**config.mk**
```make
export PLATFORM = sky130hd
export DESIGN_NAME = mul_pack_stage_flat
export DESIGN_NICKNAME = d
export VERILOG_FILES = /design/src/rtl/mul_pack_if.sv /design/src/rtl/mul_pack_stage.sv /design/src/flat_wrapper.sv
export SDC_FILE = /design/constraint.sdc
export NUM_CORES = 1
export LEC_CHECK = 0
export ABC_AREA = 1
export BUFFER_PORTS_ARGS = -buffer_cell sky130_fd_sc_hd__buf_2
export CAP_MARGIN = 15
export CORE_MARGIN = 8
export CORE_UTILIZATION = 29
export CTS_BUF_LIST = sky130_fd_sc_hd__clkbuf_8
export DETAILED_ROUTE_END_ITERATION = 10
export PLACE_DENSITY_LB_ADDON = 0.2
export REMOVE_ABC_BUFFERS = 1
export SYNTH_ARGS = -nofsm -noshare
export SYNTH_HDL_FRONTEND = slang
export SYNTH_SLANG_ARGS = --single-unit
```
**constraint.sdc**
```tcl
create_clock -name CLK -period 7.4 [get_ports CLK]
set_input_delay 0.74 -clock CLK [delete_from_list [all_inputs] [get_ports CLK]]
set_output_delay 0.74 -clock CLK [all_outputs]
set_load 0.05 [all_outputs]
```
**src/rtl/mul_pack_if.sv**
```systemverilog
// mul_pack_if: input operand and packed-result handshake bundle for the multiplier back end
interface mul_pack_if;
  logic        in_valid;
  logic        in_ready;
  logic        sign1;
  logic        sign2;
  logic [7:0]  exp1;
  logic [7:0]  exp2;
  logic [25:0] product;
  logic        carry_out;
  logic        out_valid;
  logic        out_ready;
  logic [31:0] fp_out;
  logic        flag_ovf;
  logic        flag_unf;
  logic        flag_inv;
  logic        flag_inx;
  modport master (
    output in_valid, sign1, sign2, exp1, exp2, product, carry_out, out_ready,
    input  in_ready, out_valid, fp_out, flag_ovf, flag_unf, flag_inv, flag_inx
  );
  modport slave (
    input  in_valid, sign1, sign2, exp1, exp2, product, carry_out, out_ready,
    output in_ready, out_valid, fp_out, flag_ovf, flag_unf, flag_inv, flag_inx
  );
endinterface

```
**src/rtl/mul_pack_stage.sv**
```systemverilog
// mul_pack_stage: exponent add, normalize, RNE round and pack into binary32 over a two-register pipeline
module mul_pack_stage (
  input logic     CLK,
  input logic     nRST,
  mul_pack_if.slave bus
);
  logic        a_valid, b_valid, a_adv, b_adv;
  logic        a_s1, a_s2, a_c;
  logic [7:0]  a_e1, a_e2;
  logic [25:0] a_p;
  logic        s, inv, inf, zero, spec, g, st, inc, ovf, unf;
  logic [22:0] mant;
  logic [23:0] mr;
  logic [9:0]  e_pre, e_rnd;
  logic [31:0] r_fp, fp_q;
  logic [3:0]  r_fl, fl_q;
  assign b_adv = !b_valid || bus.out_ready;
  assign a_adv = !a_valid || b_adv;
  assign bus.in_ready = a_adv;
  assign bus.out_valid = b_valid;
  assign bus.fp_out = fp_q;
  assign {bus.flag_ovf, bus.flag_unf, bus.flag_inv, bus.flag_inx} = fl_q;
  always_ff @(posedge CLK or negedge nRST)
    if (!nRST) begin
      a_valid <= 1'b0;
      a_s1    <= 1'b0;
      a_s2    <= 1'b0;
      a_e1    <= '0;
      a_e2    <= '0;
      a_p     <= '0;
      a_c     <= 1'b0;
    end else if (a_adv) begin
      a_valid <= bus.in_valid;
      if (bus.in_valid) begin
        a_s1 <= bus.sign1;
        a_s2 <= bus.sign2;
        a_e1 <= bus.exp1;
        a_e2 <= bus.exp2;
        a_p  <= bus.product;
        a_c  <= bus.carry_out;
      end
    end
  assign s     = a_s1 ^ a_s2;
  assign inv   = (a_e1 == 8'hFF && a_e2 == 8'h00) || (a_e1 == 8'h00 && a_e2 == 8'hFF);
  assign inf   = a_e1 == 8'hFF || a_e2 == 8'hFF;
  assign zero  = a_e1 == 8'h00 || a_e2 == 8'h00;
  assign spec  = inv || inf || zero;
  assign mant  = a_c ? a_p[25:3] : a_p[24:2];
  assign g     = a_c ? a_p[2] : a_p[1];
  assign st    = a_c ? (a_p[1] | a_p[0]) : a_p[0];
  assign inc   = g & (st | mant[0]);
  assign mr    = {1'b0, mant} + {23'd0, inc};
  assign e_pre = {2'b00, a_e1} + {2'b00, a_e2} - 10'd127 + {9'd0, a_c};
  // a rounding carry out of the mantissa leaves it zero and bumps the exponent
  assign e_rnd = e_pre + {9'd0, mr[23]};
  assign ovf   = !e_rnd[9] && e_rnd[8:0] >= 9'd255;
  assign unf   = e_rnd[9] || e_rnd == 10'd0;
  assign r_fp  = inv  ? 32'h7FC0_0000 :
                 inf  ? {s, 8'hFF, 23'd0} :
                 zero ? {s, 31'd0} :
                 ovf  ? {s, 8'hFF, 23'd0} :
                 unf  ? {s, 31'd0} :
                        {s, e_rnd[7:0], mr[22:0]};
  assign r_fl  = {!spec && ovf, !spec && !ovf && unf, inv, !spec && (ovf || unf || g || st)};
  always_ff @(posedge CLK or negedge nRST)
    if (!nRST) begin
      b_valid <= 1'b0;
      fp_q    <= '0;
      fl_q    <= '0;
    end else if (b_adv) begin
      b_valid <= a_valid;
      if (a_valid) begin
        fp_q <= r_fp;
        fl_q <= r_fl;
      end
    end
endmodule
```
**src/flat_wrapper.sv**
```systemverilog
// flat-port wrapper written by rule: the top's interface ports become plain ports
module mul_pack_stage_flat 
  (CLK, nRST, bus_in_valid, bus_sign1, bus_sign2, bus_exp1, bus_exp2, bus_product, bus_carry_out, bus_out_ready, bus_in_ready, bus_out_valid, bus_fp_out, bus_flag_ovf, bus_flag_unf, bus_flag_inv, bus_flag_inx);
  mul_pack_if bus_i ();
  input logic CLK;
  input logic nRST;
  input wire logic [$bits(bus_i.in_valid)-1:0] bus_in_valid;
  input wire logic [$bits(bus_i.sign1)-1:0] bus_sign1;
  input wire logic [$bits(bus_i.sign2)-1:0] bus_sign2;
  input wire logic [$bits(bus_i.exp1)-1:0] bus_exp1;
  input wire logic [$bits(bus_i.exp2)-1:0] bus_exp2;
  input wire logic [$bits(bus_i.product)-1:0] bus_product;
  input wire logic [$bits(bus_i.carry_out)-1:0] bus_carry_out;
  input wire logic [$bits(bus_i.out_ready)-1:0] bus_out_ready;
  output wire logic [$bits(bus_i.in_ready)-1:0] bus_in_ready;
  output wire logic [$bits(bus_i.out_valid)-1:0] bus_out_valid;
  output wire logic [$bits(bus_i.fp_out)-1:0] bus_fp_out;
  output wire logic [$bits(bus_i.flag_ovf)-1:0] bus_flag_ovf;
  output wire logic [$bits(bus_i.flag_unf)-1:0] bus_flag_unf;
  output wire logic [$bits(bus_i.flag_inv)-1:0] bus_flag_inv;
  output wire logic [$bits(bus_i.flag_inx)-1:0] bus_flag_inx;
  assign bus_i.in_valid = bus_in_valid;
  assign bus_i.sign1 = bus_sign1;
  assign bus_i.sign2 = bus_sign2;
  assign bus_i.exp1 = bus_exp1;
  assign bus_i.exp2 = bus_exp2;
  assign bus_i.product = bus_product;
  assign bus_i.carry_out = bus_carry_out;
  assign bus_i.out_ready = bus_out_ready;
  assign bus_in_ready = bus_i.in_ready;
  assign bus_out_valid = bus_i.out_valid;
  assign bus_fp_out = bus_i.fp_out;
  assign bus_flag_ovf = bus_i.flag_ovf;
  assign bus_flag_unf = bus_i.flag_unf;
  assign bus_flag_inv = bus_i.flag_inv;
  assign bus_flag_inx = bus_i.flag_inx;
  mul_pack_stage u_core (.CLK(CLK), .nRST(nRST), .bus(bus_i));
endmodule
```
==> flow_summary.ini <==
[detailed_routing]
wl_per_cell_um = 13.76
finalWirelength_um = 12940
drc = 0
drt_iter0_drc = 236
vias = 4228
drt-pass1-iter-count = 4
ant_nets = 0
vias_per_cell = 4.498

[global_routing]
grt_max_degree = 70
grtUsageTotal_pct = 12.55
antenna_found_initial = 0
grt_pass1_wl_um = 22000
first_global_vias = 4496
grt_overflow = 0

[job]
max_cap_violations = 0

[synthesis]
ys_seq_area_share_pct = 41.34
synth-seq-cells = 83
synth_area_per_cell_um2 = 7.974
yosysUniqueCellTypes = 38
synth_warnings = 0
synthesis.area_um2 = 5024
syn_inst = 630

[worst_setup_path]
cp.required_ps = 7680
endpoint_kind = register
worstSetupStartpointType = register
crit_fanout = 40
worstSetupPathType = reg -> reg
crit_arrival_ps = 5230

[place]
hpwl_um = 10260
port_buffers = 86
gp_congestion = 0.8949

[timing]
finalClockSkew_ps = 11.72
relSlewSlack_pct = 36.16
finalSetupTns_ps = 0
hold_viol = 0
slew_violations = 0
worstMarginPinSlew_ps = 957.6
hold_slack_ps = 269.7
timing.final.crit_share_pct = 66.88
rsz0062_at_grt = false
setup_viol = 0
max_freq_mhz = 202.1
period_needed_ps = 4949

[finish]
most-common-layout-cells = nand2_1, buf_2, dfrtp_1
final_common_cell = nand2_1
area_growth_pct = 16.36
n_antenna_cell = 0
fin_nets = 776
layout-drive-gt1-share_pct = 26.15

[clock_tree]
numCtsBuffers = 9
cts_tree = done
path_clk_slew_ps = 80
cts.hold.buffers_added = 0
clockBufferDepth = 2
postCtsSetupBuffers = 0
cts-root-buf = clkbuf_8
cts_max_level = 3
postCtsResizedCells = 0
cts.sinks = 83
worstSkewPairLatency_ps = 380

[floorplan]
die-height_um = 147.6
start_util_pct = 29.35
die_area_um2 = 21790
fp-row-count = 48
ios = 87
die_w_um = 147.6
fp.coreArea_um2 = 17120

[pwr]
peakVddDrop_mv = 0.1495
p_per_area_nw_per_um2 = 372.2
p_leak_uw = 0.002939

[status]
outcome = finished, final reports clean

[min_path]
hp-class = in -> async
==> per-layer routing <==
| layer | part of all wire, % | track usage (%) | wire length (um) |
|---|---|---|---|
| met1 | 45 | 14.45 | 5790 |
| met5 | 0 | 0 | 0 |
| met4 | 2.5 | 5.864 | 318 |
| met2 | 49 | 22.00 | 6341 |
| met3 | 3.7 | 2.446 | 485 |
==> worst max-delay path, cell delays in order, from the launching register on <==
cell and delay (ps):
dfrtp_1 980, inv_1 430, o21ai_2 260, nand2_1 80, nor2_2 160, nand2_2 110
nor2_4 120, nand2_1 110, nor2_2 110, nand4_1 130, nor2_1 120, nand3_1 80
nor2_1 140, ha_1 200, a21oi_1 90, nor2_1 150, nand3_1 120, nor2_2 120
nand2_1 90, nor2_2 100, nand2_1 70, nand3b_1 130, nand2_4 100, nand2_2 190
nand3_4 340, o21ai_0 290
==> worst paths after layout <==
path / from / end / slack [ps] / depth (start not counted)
setup / recovery: u_core.a_c / u_core.bus.fp_out[1] / 2450 / 25
setup reg to reg: u_core.a_c / u_core.bus.fp_out[1] / 2450 / 25
hold reg to reg: u_core.bus.fp_out[2] / u_core.bus.fp_out[2] / 490 / 2
min in group CLK: u_core.bus.fp_out[2] / u_core.bus.fp_out[2] / 490 / 2
hold / removal: nRST / u_core.a_p[6] / 270 / 1
max in group asynchronous: nRST / u_core.bus.out_valid / 6080 / 2
==> area by class of cell <==
class	instances	area (um2)
inverter	76	285.3
sequential	83	2077
clock inverter	5	55.05
fill	1820	11270
clock buffer	10	137.6
tap	225	281.5
multi-input combinational	452	2554
timing repair buffer	89	455.4
==> metrics by stage <==
step	utilization (%)	std cells	total power, uW	area (um2)	setup slack (ps)
final	34.15	940	2176	5846	2451
after floorplan	-	611	1560	4913	3200
after CTS	34.15	940	2211	5846	2381
after detailed placement	33.03	925	1863	5653	2394
after global placement	33.03	925	1850	5653	2610
after global routing	34.15	940	2356	5846	1723
==> synthesized netlist by cell type <==
cell / n / area (um2)
and2_4: 1 / 8.760
o21ai_0: 27 / 135.1
nor4_1: 6 / 37.54
nand2_4: 1 / 11.26
nand4_1: 9 / 56.30
inv_1: 69 / 259.0
buf_1: 3 / 11.26
a21oi_2: 1 / 8.760
clkinv_1: 1 / 3.750
a21oi_1: 37 / 185.2
buf_6: 3 / 33.78
or2_2: 2 / 12.51
buf_4: 4 / 30.03
nor3_1: 5 / 25.02
dfrtp_1: 83 / 2077
or2_4: 1 / 8.760
xor2_1: 12 / 105.1
nor2_2: 5 / 31.28
nor3_2: 1 / 10.01
clkbuf_1: 8 / 30.03
o21a_1: 1 / 7.510
ha_1: 14 / 175.2
nand2_1: 156 / 585.6
nor2_1: 60 / 225.2
inv_2: 6 / 22.52
xnor2_1: 7 / 61.31
buf_2: 1 / 5.000
o211ai_1: 1 / 7.510
nand3_4: 1 / 17.52
nand3b_1: 2 / 15.01
nand3_2: 4 / 40.04
nand2_2: 12 / 75.07
mux2_2: 22 / 247.7
nand3_1: 33 / 165.2
fa_1: 2 / 40.04
nor2_4: 4 / 45.04
o21ai_1: 3 / 15.01
o21ai_2: 22 / 192.7
==> cells by family (layout without fill, tap and decap cells) <==
group	after synthesis	after routing	synth area share, %
simple gates	303	303	27.27
buf+inv	95	180	7.870
compound gates	92	92	10.98
flops	83	83	41.34
mux	22	22	4.932
xor+xnor	19	19	3.313
fa+ha+maj	16	16	4.284
==> state kept, by name, summed over array words and instances, names as in the netlist <==
signal / flops
u_core.a_c: 1
u_core.a_e1: 8
u_core.a_e2: 8
u_core.a_p: 26
u_core.a_s1: 1
u_core.a_s2: 1
u_core.a_valid: 1
u_core.bus.fp_out: 32
u_core.bus.out_valid: 1
u_core.fl_q: 4
==> power breakdown <==
| part | total (uW) | switching, uW | internal (uW) | leakage (uW) |
|---|---|---|---|---|
| Sequential | 680 | 95.6 | 584 | 0.000989 |
| Combinational | 1160 | 834 | 322 | 0.00185 |
| Clock | 340 | 178 | 162 | 0.0000995 |
Note: power is estimated with default switching activity, not from simulation.
